<file path="src/rtl/aes_kat_sequencer.sv">
// aes_kat_sequencer
//   Runs a stored set of AES known-answer vectors through an external AES core.
//   Each vector is launched, the sequencer waits for the core result or a timeout,
//   and the result is compared with the expected ciphertext. A run ends with a done
//   pulse, a failure count, the index of the first failure, and a sticky pass flag.
//
// Ports
//   AES_clk, AES_rst_n        clock, asynchronous active-low reset
//   vec_wr_en/idx/pt/key/ct   write port into the vector store (only while idle)
//   start                     request a run over all NUM_VEC vectors
//   core_en                   enable to the AES core
//   core_data_in, core_key_in operands to the AES core
//   core_data_out(_valid)     result from the AES core
//   busy, done, pass          run status
//   fail_cnt, first_fail_idx  results of the last run
module aes_kat_sequencer #(
  parameter int NUM_VEC     = 4,
  parameter int DATA_W      = 128,
  parameter int TIMEOUT_CYC = 64,
  parameter int EN_HOLD     = 1,
  localparam int IW         = (NUM_VEC > 1) ? $clog2(NUM_VEC) : 1
) (
  input  logic              AES_clk,
  input  logic              AES_rst_n,
  input  logic              vec_wr_en,
  input  logic [IW-1:0]     vec_wr_idx,
  input  logic [DATA_W-1:0] vec_wr_pt,
  input  logic [DATA_W-1:0] vec_wr_key,
  input  logic [DATA_W-1:0] vec_wr_ct,
  input  logic              start,
  output logic              core_en,
  output logic [DATA_W-1:0] core_data_in,
  output logic [DATA_W-1:0] core_key_in,
  input  logic [DATA_W-1:0] core_data_out,
  input  logic              core_data_out_valid,
  output logic              busy,
  output logic              done,
  output logic              pass,
  output logic [IW:0]       fail_cnt,
  output logic [IW-1:0]     first_fail_idx
);

  // Store is sized to the full index range so any idx value addresses a real entry;
  // entries at or above NUM_VEC are never written and never read.
  localparam int DEPTH = 1 << IW;
  localparam int TW    = 10;

  typedef enum logic [2:0] {
    IDLE   = 3'd0,
    LAUNCH = 3'd1,
    WAIT   = 3'd2,
    CHECK  = 3'd3,
    FIN    = 3'd4
  } state_e;

  state_e              state_q, state_d;
  logic [IW-1:0]       idx_q, idx_d;
  logic [TW-1:0]       timer_q, timer_d;
  logic                core_en_q, core_en_d;
  logic                busy_q, busy_d;
  logic                done_q, done_d;
  logic                pass_q, pass_d;
  logic                tmo_q, tmo_d;
  logic [IW:0]         fail_cnt_q, fail_cnt_d;
  logic [IW-1:0]       ffi_q, ffi_d;
  logic [DATA_W-1:0]   din_q, din_d;
  logic [DATA_W-1:0]   key_q, key_d;
  logic [DATA_W-1:0]   res_q, res_d;

  logic [DATA_W-1:0]   pt_mem_q  [DEPTH];
  logic [DATA_W-1:0]   key_mem_q [DEPTH];
  logic [DATA_W-1:0]   ct_mem_q  [DEPTH];

  logic                wr_ok;
  assign wr_ok = vec_wr_en && !busy_q &&
                 ({1'b0, vec_wr_idx} < (IW+1)'(NUM_VEC));

  always_ff @(posedge AES_clk or negedge AES_rst_n) begin
    if (!AES_rst_n) begin
      for (int i = 0; i < DEPTH; i++) begin
        pt_mem_q[i]  <= '0;
        key_mem_q[i] <= '0;
        ct_mem_q[i]  <= '0;
      end
    end else if (wr_ok) begin
      pt_mem_q[vec_wr_idx]  <= vec_wr_pt;
      key_mem_q[vec_wr_idx] <= vec_wr_key;
      ct_mem_q[vec_wr_idx]  <= vec_wr_ct;
    end
  end

  always_ff @(posedge AES_clk or negedge AES_rst_n) begin
    if (!AES_rst_n) begin
      state_q    <= IDLE;
      idx_q      <= '0;
      timer_q    <= '0;
      core_en_q  <= 1'b0;
      busy_q     <= 1'b0;
      done_q     <= 1'b0;
      pass_q     <= 1'b0;
      tmo_q      <= 1'b0;
      fail_cnt_q <= '0;
      ffi_q      <= '0;
      din_q      <= '0;
      key_q      <= '0;
      res_q      <= '0;
    end else begin
      state_q    <= state_d;
      idx_q      <= idx_d;
      timer_q    <= timer_d;
      core_en_q  <= core_en_d;
      busy_q     <= busy_d;
      done_q     <= done_d;
      pass_q     <= pass_d;
      tmo_q      <= tmo_d;
      fail_cnt_q <= fail_cnt_d;
      ffi_q      <= ffi_d;
      din_q      <= din_d;
      key_q      <= key_d;
      res_q      <= res_d;
    end
  end

  always_comb begin
    state_d    = state_q;
    idx_d      = idx_q;
    timer_d    = timer_q;
    core_en_d  = core_en_q;
    busy_d     = busy_q;
    done_d     = 1'b0;
    pass_d     = pass_q;
    tmo_d      = tmo_q;
    fail_cnt_d = fail_cnt_q;
    ffi_d      = ffi_q;
    din_d      = din_q;
    key_d      = key_q;
    res_d      = res_q;
    case (state_q)
      IDLE: begin
        if (start) begin
          state_d    = LAUNCH;
          idx_d      = '0;
          fail_cnt_d = '0;
          ffi_d      = '0;
          pass_d     = 1'b0;
          busy_d     = 1'b1;
        end
      end
      LAUNCH: begin
        din_d     = pt_mem_q[idx_q];
        key_d     = key_mem_q[idx_q];
        core_en_d = 1'b1;
        timer_d   = '0;
        tmo_d     = 1'b0;
        state_d   = WAIT;
      end
      WAIT: begin
        timer_d = timer_q + TW'(1);
        if (EN_HOLD == 0) core_en_d = 1'b0;
        // A result arriving on the timeout cycle still counts as a result.
        if (core_data_out_valid) begin
          res_d     = core_data_out;
          core_en_d = 1'b0;
          state_d   = CHECK;
        end else if (timer_q == TW'(TIMEOUT_CYC - 1)) begin
          tmo_d     = 1'b1;
          core_en_d = 1'b0;
          state_d   = CHECK;
        end
      end
      CHECK: begin
        if (tmo_q || (res_q != ct_mem_q[idx_q])) begin
          if (fail_cnt_q != (IW+1)'(NUM_VEC)) fail_cnt_d = fail_cnt_q + (IW+1)'(1);
          if (fail_cnt_q == '0) ffi_d = idx_q;
        end
        if (idx_q == IW'(NUM_VEC - 1)) begin
          state_d = FIN;
          done_d  = 1'b1;
        end else begin
          idx_d   = idx_q + IW'(1);
          state_d = LAUNCH;
        end
      end
      FIN: begin
        busy_d  = 1'b0;
        pass_d  = (fail_cnt_q == '0);
        state_d = IDLE;
      end
      default: begin
        state_d   = IDLE;
        busy_d    = 1'b0;
        core_en_d = 1'b0;
      end
    endcase
  end

  assign core_en        = core_en_q;
  assign core_data_in   = din_q;
  assign core_key_in    = key_q;
  assign busy           = busy_q;
  assign done           = done_q;
  assign pass           = pass_q;
  assign fail_cnt       = fail_cnt_q;
  assign first_fail_idx = ffi_q;

endmodule

</file>
<file path="config.mk">
export PLATFORM = sky130hd
export DESIGN_NAME = aes_kat_sequencer
export DESIGN_NICKNAME = d
export VERILOG_FILES = /design/src/rtl/aes_kat_sequencer.sv
export SDC_FILE = /design/constraint.sdc
export NUM_CORES = 2
export LEC_CHECK = 0
export CELL_PAD_IN_SITES_DETAIL_PLACEMENT = 2
export CELL_PAD_IN_SITES_GLOBAL_PLACEMENT = 2
export CORE_MARGIN = 2
export CORE_UTILIZATION = 49
export CTS_CLUSTER_SIZE = 12
export DETAILED_ROUTE_END_ITERATION = 10
export DONT_BUFFER_PORTS = 1
export PLACE_DENSITY = 0.9
export SLEW_MARGIN = 20
export SYNTH_ARGS = -nofsm -noshare
export SYNTH_HDL_FRONTEND = slang
export SYNTH_SLANG_ARGS = --single-unit
</file>
<file path="constraint.sdc">
create_clock -name AES_clk -period 9.6 [get_ports AES_clk]
set_input_delay 1.92 -clock AES_clk [delete_from_list [all_inputs] [get_ports AES_clk]]
set_output_delay 1.92 -clock AES_clk [all_outputs]
set_load 0.1 [all_outputs]
</file>
# Word level (Yosys, flattened, before mapping)
# Index checks and enable logic that the tools add are counted.
# op_classes
add_sub_neg,3
magnitude_cmp,3
eq_ne,16
mux,42
n_bitwise,4
n_reduce_logical,20
# ops
cell,n
512-bit bitwise mux,3
128-bit 2-to-1 mux,7
128-bit binary-select mux with 2-bit select,3
128-bit demux with 2-bit select,1
128-bit inequality test,1
3-bit 2-to-1 mux,7
10-bit one-hot mux with 2 select lines,1
2-bit inequality test (second input constant),7
3-bit one-hot mux with 4 select lines,1
10-bit by 1-bit adder with 10-bit output (second input constant),1
10-bit by 6-bit equality test with 1-bit output (second input constant),1
2-bit AND reduction,5
1-bit 2-to-1 mux,8
2-bit 2-to-1 mux,4
2-bit one-hot mux with 2 select lines,2
4-bit AND reduction,2
3-bit by 2-bit equality test with 1-bit output (second input constant),2
3-bit >= comparator (second input constant),2
3-bit logical NOT,2
3-bit inequality test (second input constant),2
2-bit inverter with 3-bit output,2
1-bit one-hot mux with 2 select lines,3
3-bit one-hot mux with 2 select lines,1
3-bit AND reduction,2
13 further kinds,18
# word_totals
ff_bits,1945
inputBits,519
word_cells,113

# Longest topological paths before layout
# logic_depth
word_depth,8
depth_mapped,14
mapped_depth_nobuf,8

# Worst setup path after synthesis
# No wires, ideal clock.
# synth_path
path_type,input -> register
from,in vec_wr_idx[1]
to,reg key_mem_q[477] (netlist bit)
arrival_time_ns,3.579
required_ns,9.475
setup_slack_ns,5.896
path_stages,4
cell_sequence,nor4b_1 > clkbuf_1 > clkbuf_1 > mux2_2
# synth_between
elab_chain_len,6
elab_cells_between_ends,7
cone_classes,order compare (2); mux (3); bitwise (1); reduce/logical (1)
# synth_lines
element,line_no,text
start: declaration,26,"input logic [IW-1:0] vec_wr_idx,"
2-bit inverter with 3-bit output (implied by the code) *,87,key_mem_q[vec_wr_idx] <= vec_wr_key;
3-bit >= comparator (implied by the code) or 3-bit by 1-bit < comparator with 1-bit output (tied branches),87,
1-bit logical AND (implied by the code),87,
128-bit 2-to-1 mux (implied by the code),87,
128-bit demux with 2-bit select *,87,
512-bit bitwise mux *,87,
end signal: indexed assignment,87,
end: declaration,71,logic [DATA_W-1:0] key_mem_q [DEPTH];
# Every way passes the cells marked *; elsewhere a longest branch is shown, timed or not.
# A chain may end at the register's enable or synchronous reset.

# Worst setup path after layout
# layout_path
from,reg idx_q[0]
to,"reg fail_cnt_q[0], in the netlist fail_cnt[0]"
# layout_between
elab_chain_len,8
# layout_lines
element,line_no,text
start: declaration,57,"logic [IW-1:0] idx_q, idx_d;"
start signal: assignment,109,idx_q <= idx_d;
2-bit inverter with 3-bit output (implied by the code),172,if (tmo_q || (res_q != ct_mem_q[idx_q])) begin
128-bit binary-select mux with 2-bit select,172,
128-bit 2-to-1 mux (implied by the code) (2 in series),172,
128-bit inequality test,172,
1-bit logical OR,172,
2-bit inequality test (no source line),-,
4-bit AND reduction (no source line),-,
end signal: assignment,116,fail_cnt_q <= fail_cnt_d;
end: declaration,64,"logic [IW:0] fail_cnt_q, fail_cnt_d;"
# No other way between the ends. The select of a mux whose other input is x is not followed.

==> results.txt <==
- Share of synthesized area occupied by flip-flops and latches: 58.3%
* Clock transition at the registers of the reported paths: 0.06 ns
- Critical path data arrival time: 6.48 ns
- Once detailed placement completed, the half-perimeter wirelength came to 191000 um.
- The congestion estimate from routability-driven global placement came to 0.932.
- CTS built an H-tree with a depth of 4.
* DP Worst Slack: 4.48 ns
* Element type at the critical path start: register
- The setup path with the least slack is of type reg -> reg.
* Path class of the lowest-slack min-delay path: reg -> reg
* Maximum root-to-sink buffer count: 3
- After detailed routing, the average wire length per cell comes to 40.7 um.
* Vias per std cell: 6.57
* Count of buffers from port buffering: 0
- Top-area cell type share of the netlist area: 58.3%
* RSZ-0062 raised after global routing: false
* Fill count: 14.7k
* Maximum vdd ir drop: 315 uV
* Static Leakage: 42.0 nW
- Max-Cap Viols: 0
- Post-CTS Repair Setup Buffers: 0
- For this configuration, the core starts out at a cell density of 49.3%.
* # hold bufs at CTS: 0
- Highest fanout seen on the critical path: 37
- The detailed router finished its first iteration with 4341 violations.
- Worst Setup End Kind: register
- Entering global routing, the biggest net connects 169 pins.
- Worst setup startpoint: idx_q[0]
- For this design, the sink count on the clock tree is 1945.
- TritonCTS built the clock tree.
- For this run, the number of Yosys warnings is 0.
- Final instance area: 92500 um2
- For this run, design rule violations remaining after detail routing come to 0.
- Cell type contributing the most total cell area after synthesis: sky130_fd_sc_hd__dfrtp_1
- Most instantiated library cell after synthesis: sky130_fd_sc_hd__dfrtp_1
* Drt pass-1 iters: 7
- Fraction of layout cells with a size suffix above 1: 41.5%
* Worst-skew pair later-pin latency: 0.88 ns
* Power per unit of standard cell area: 417 nW/um2
- Number of I/O pins: 784
- Std-Cell Core Area: 169000 um2
- Netlist cell types: 71
- Counting flops with a built-in enable in the synthesized netlist gives 0.
- In this run, post-CTS repair resized a total of 0 instances.
- Wire length of the first global-routing pass: 465000 um
- Mapped Nets: 6139
- The floorplan step set the die width to 417 um.
* Overall routing resource usage: 37.2%
* Skew final: 0.0441 ns
- After the last flow step, the layout net total stands at 6075.
* Finished Layout Cells: 8049
* Final Hold Violating Endpoints: 0
* Result of the run: finished clean
- Leading post-synthesis cells by instance count: 1945 x sky130_fd_sc_hd__dfrtp_1, 1656 x sky130_fd_sc_hd__mux2_2, 811 x sky130_fd_sc_hd__nand2_1
- The number of global-route vias before repair came to 60.9k.
* Via count: 52.8k
* Fin Setup TNS: 0 ns
* Final Worst Setup Slack: 3.86 ns
- Min-Delay Path Depth: 1
- Once detail routing completed, the nets flagged for antenna violations numbered 0.
- Setup-violating endpoint count in the final report: 0
- Hold wc startpoint: pt_mem_q[189]
- Yosys attributes the largest share of cell area to sky130_fd_sc_hd__dfrtp_1 58%, sky130_fd_sc_hd__mux2_2 22%, sky130_fd_sc_hd__mux4_2 8.6%.
- After detailed routing, the total wire length is 328000 um.
- Mapped Cells: 5616
- Post-Syn Area: 83500 um2
- The number of antenna violations at the first check in global routing is 72.
* Final-report max-slew violation count: 0
- The most used flip-flop cell after synthesis is sky130_fd_sc_hd__dfrtp_1.
- After floorplanning, the core was divided into 151 placement rows.
- Relative slew margins: 12.0%
- The smallest clock period supported by the final layout is computed as 5.74 ns.
- Synth-to-Final Area Change: 10.8%
- Num CTS Buffers: 205
- Worst reg2reg path depth: 10
* Placement-stage cell area: 85600 um2
- Total power for the finished layout comes to 0.0386 W.
- Counting tap cells, the placed design contains a total of 7563 instances.
- For this run, asynchronously set or reset flops after synthesis account for 100%.
- At the pin with the least slew margin, the transition time is 1.31 ns.
- Share of the cycle needed by the critical path after routing: 59.8%
* Area of the die: 174000 um2
- Timing-limited maximum frequency: 0.174 GHz
- STA puts the critical path data required time at 10.34 ns.
* Die height: 417 um
- The cell sitting at the root of the clock tree is a sky130_fd_sc_hd__clkbuf_16.
* Beginning of the worst register-to-register path: idx_q[0]
- Average instance area after synthesis: 14.9 um2
- Synthesis inferred 1945 register bits.
- The total overflow left after global routing is 0.
## per-layer routing
metal  wire, um  GRT usage [%]  vias up  share of wire [%]
met2     159000           61.1     2797                 48
met3      27900           12.3     1396                8.5
met5        277              0        -              0.085
li1           -              -    20168                  -
met4      30800           27.7       40                9.4
met1     110000           40.0    28446                 33
## metrics by stage
stage                     util (%)  hold WS (ns)
after global placement        50.6         0.477
after floorplan                  -         0.445
after detailed placement      50.6         0.489
after CTS                     54.5         0.505
final                         54.7         0.504
after global routing          54.6         0.515
## cells in the final DEF, fill, tap and decap left out, types with 9 or more instances in the layout
cell type	synthesis	final
sky130_fd_sc_hd__clkbuf_1	267	64
sky130_fd_sc_hd__mux2i_1	114	114
sky130_fd_sc_hd__xnor2_1	51	50
sky130_fd_sc_hd__xor2_1	23	23
sky130_fd_sc_hd__a21oi_1	17	17
sky130_fd_sc_hd__nand2b_1	11	10
sky130_fd_sc_hd__diode_2	0	118
sky130_fd_sc_hd__nand4_1	15	15
sky130_fd_sc_hd__a221oi_1	13	13
sky130_fd_sc_hd__mux4_1	15	15
sky130_fd_sc_hd__buf_4	3	50
sky130_fd_sc_hd__o22ai_1	17	17
sky130_fd_sc_hd__o21ai_0	47	47
sky130_fd_sc_hd__clkbuf_8	0	49
sky130_fd_sc_hd__buf_12	6	20
sky130_fd_sc_hd__o2bb2ai_1	11	11
sky130_fd_sc_hd__clkbuf_16	0	207
sky130_fd_sc_hd__a22oi_1	9	9
sky130_fd_sc_hd__nor3_1	12	12
sky130_fd_sc_hd__mux2_2	1656	1656
sky130_fd_sc_hd__inv_1	24	24
sky130_fd_sc_hd__nand3_1	19	19
sky130_fd_sc_hd__nor2_1	26	25
sky130_fd_sc_hd__mux4_2	319	319
sky130_fd_sc_hd__dfrtp_1	1945	1942
sky130_fd_sc_hd__clkinv_2	0	24
sky130_fd_sc_hd__nand2_1	811	811
## registers in the layout, summed over array words and instances, names as in the netlist, 2 cells and up
| register | cells |
|---|---|
| key_mem_q | 512 |
| fail_cnt | 3 |
| idx_q | 2 |
| first_fail_idx | 2 |
| ct_mem_q | 512 |
| core_key_in | 128 |
| timer_q | 10 |
| core_data_in | 128 |
| state_q | 3 |
| pt_mem_q | 512 |
| res_q | 128 |
## cell type report
class | count | area (um2) | share of cell area (%)
inverter | 24 | 90.1 | 0.0974
antenna | 118 | 295 | 0.319
clock inverter | 48 | 513 | 0.554
tap | 2218 | 2780 | 3.00
multi-input combinational | 3304 | 33300 | 36.0
timing repair buffer | 72 | 815 | 0.880
clock buffer | 320 | 6090 | 6.59
sequential | 1945 | 48700 | 52.6
## logic make-up after synthesis
kind of cell / share of synthesized area [%]
fa+ha+maj: 0.0599
buf+inv: 1.98
mux: 32.8
flops: 58.3
compound gates: 1.58
xor+xnor: 0.776
simple gates: 4.50
## critical path, cell delays in order, from the launching register on
cell and delay, ns:
sky130_fd_sc_hd__dfrtp_4 0.74, sky130_fd_sc_hd__buf_4 0.69, sky130_fd_sc_hd__buf_4 0.71, sky130_fd_sc_hd__mux4_1 0.83, sky130_fd_sc_hd__nand2b_1 0.20, sky130_fd_sc_hd__o21ai_0 0.14, sky130_fd_sc_hd__a2111oi_0 0.66, sky130_fd_sc_hd__and3_1 0.62
sky130_fd_sc_hd__and4_4 0.35, sky130_fd_sc_hd__nand2_1 0.09, sky130_fd_sc_hd__a221o_1 0.39
## power breakdown
part           leakage (nW)  switching (W)  internal [W]
Combinational          13.8        0.00646       0.00571
Sequential             25.0        0.00636        0.0120
Clock                  3.25        0.00360       0.00451
Total                  42.0         0.0164        0.0222
## path summary, 6_finish.rpt
kind / slack [ns] / end
min in group asynchronous: 1.04 / pt_mem_q[430]
max: 3.86 / fail_cnt[0]
max reg2reg: 3.86 / fail_cnt[0]
min: 0.50 / pt_mem_q[189]
max in group asynchronous: 6.00 / key_mem_q[425]
min reg2reg: 0.50 / pt_mem_q[189]
Power figures use the tool's default switching activity.
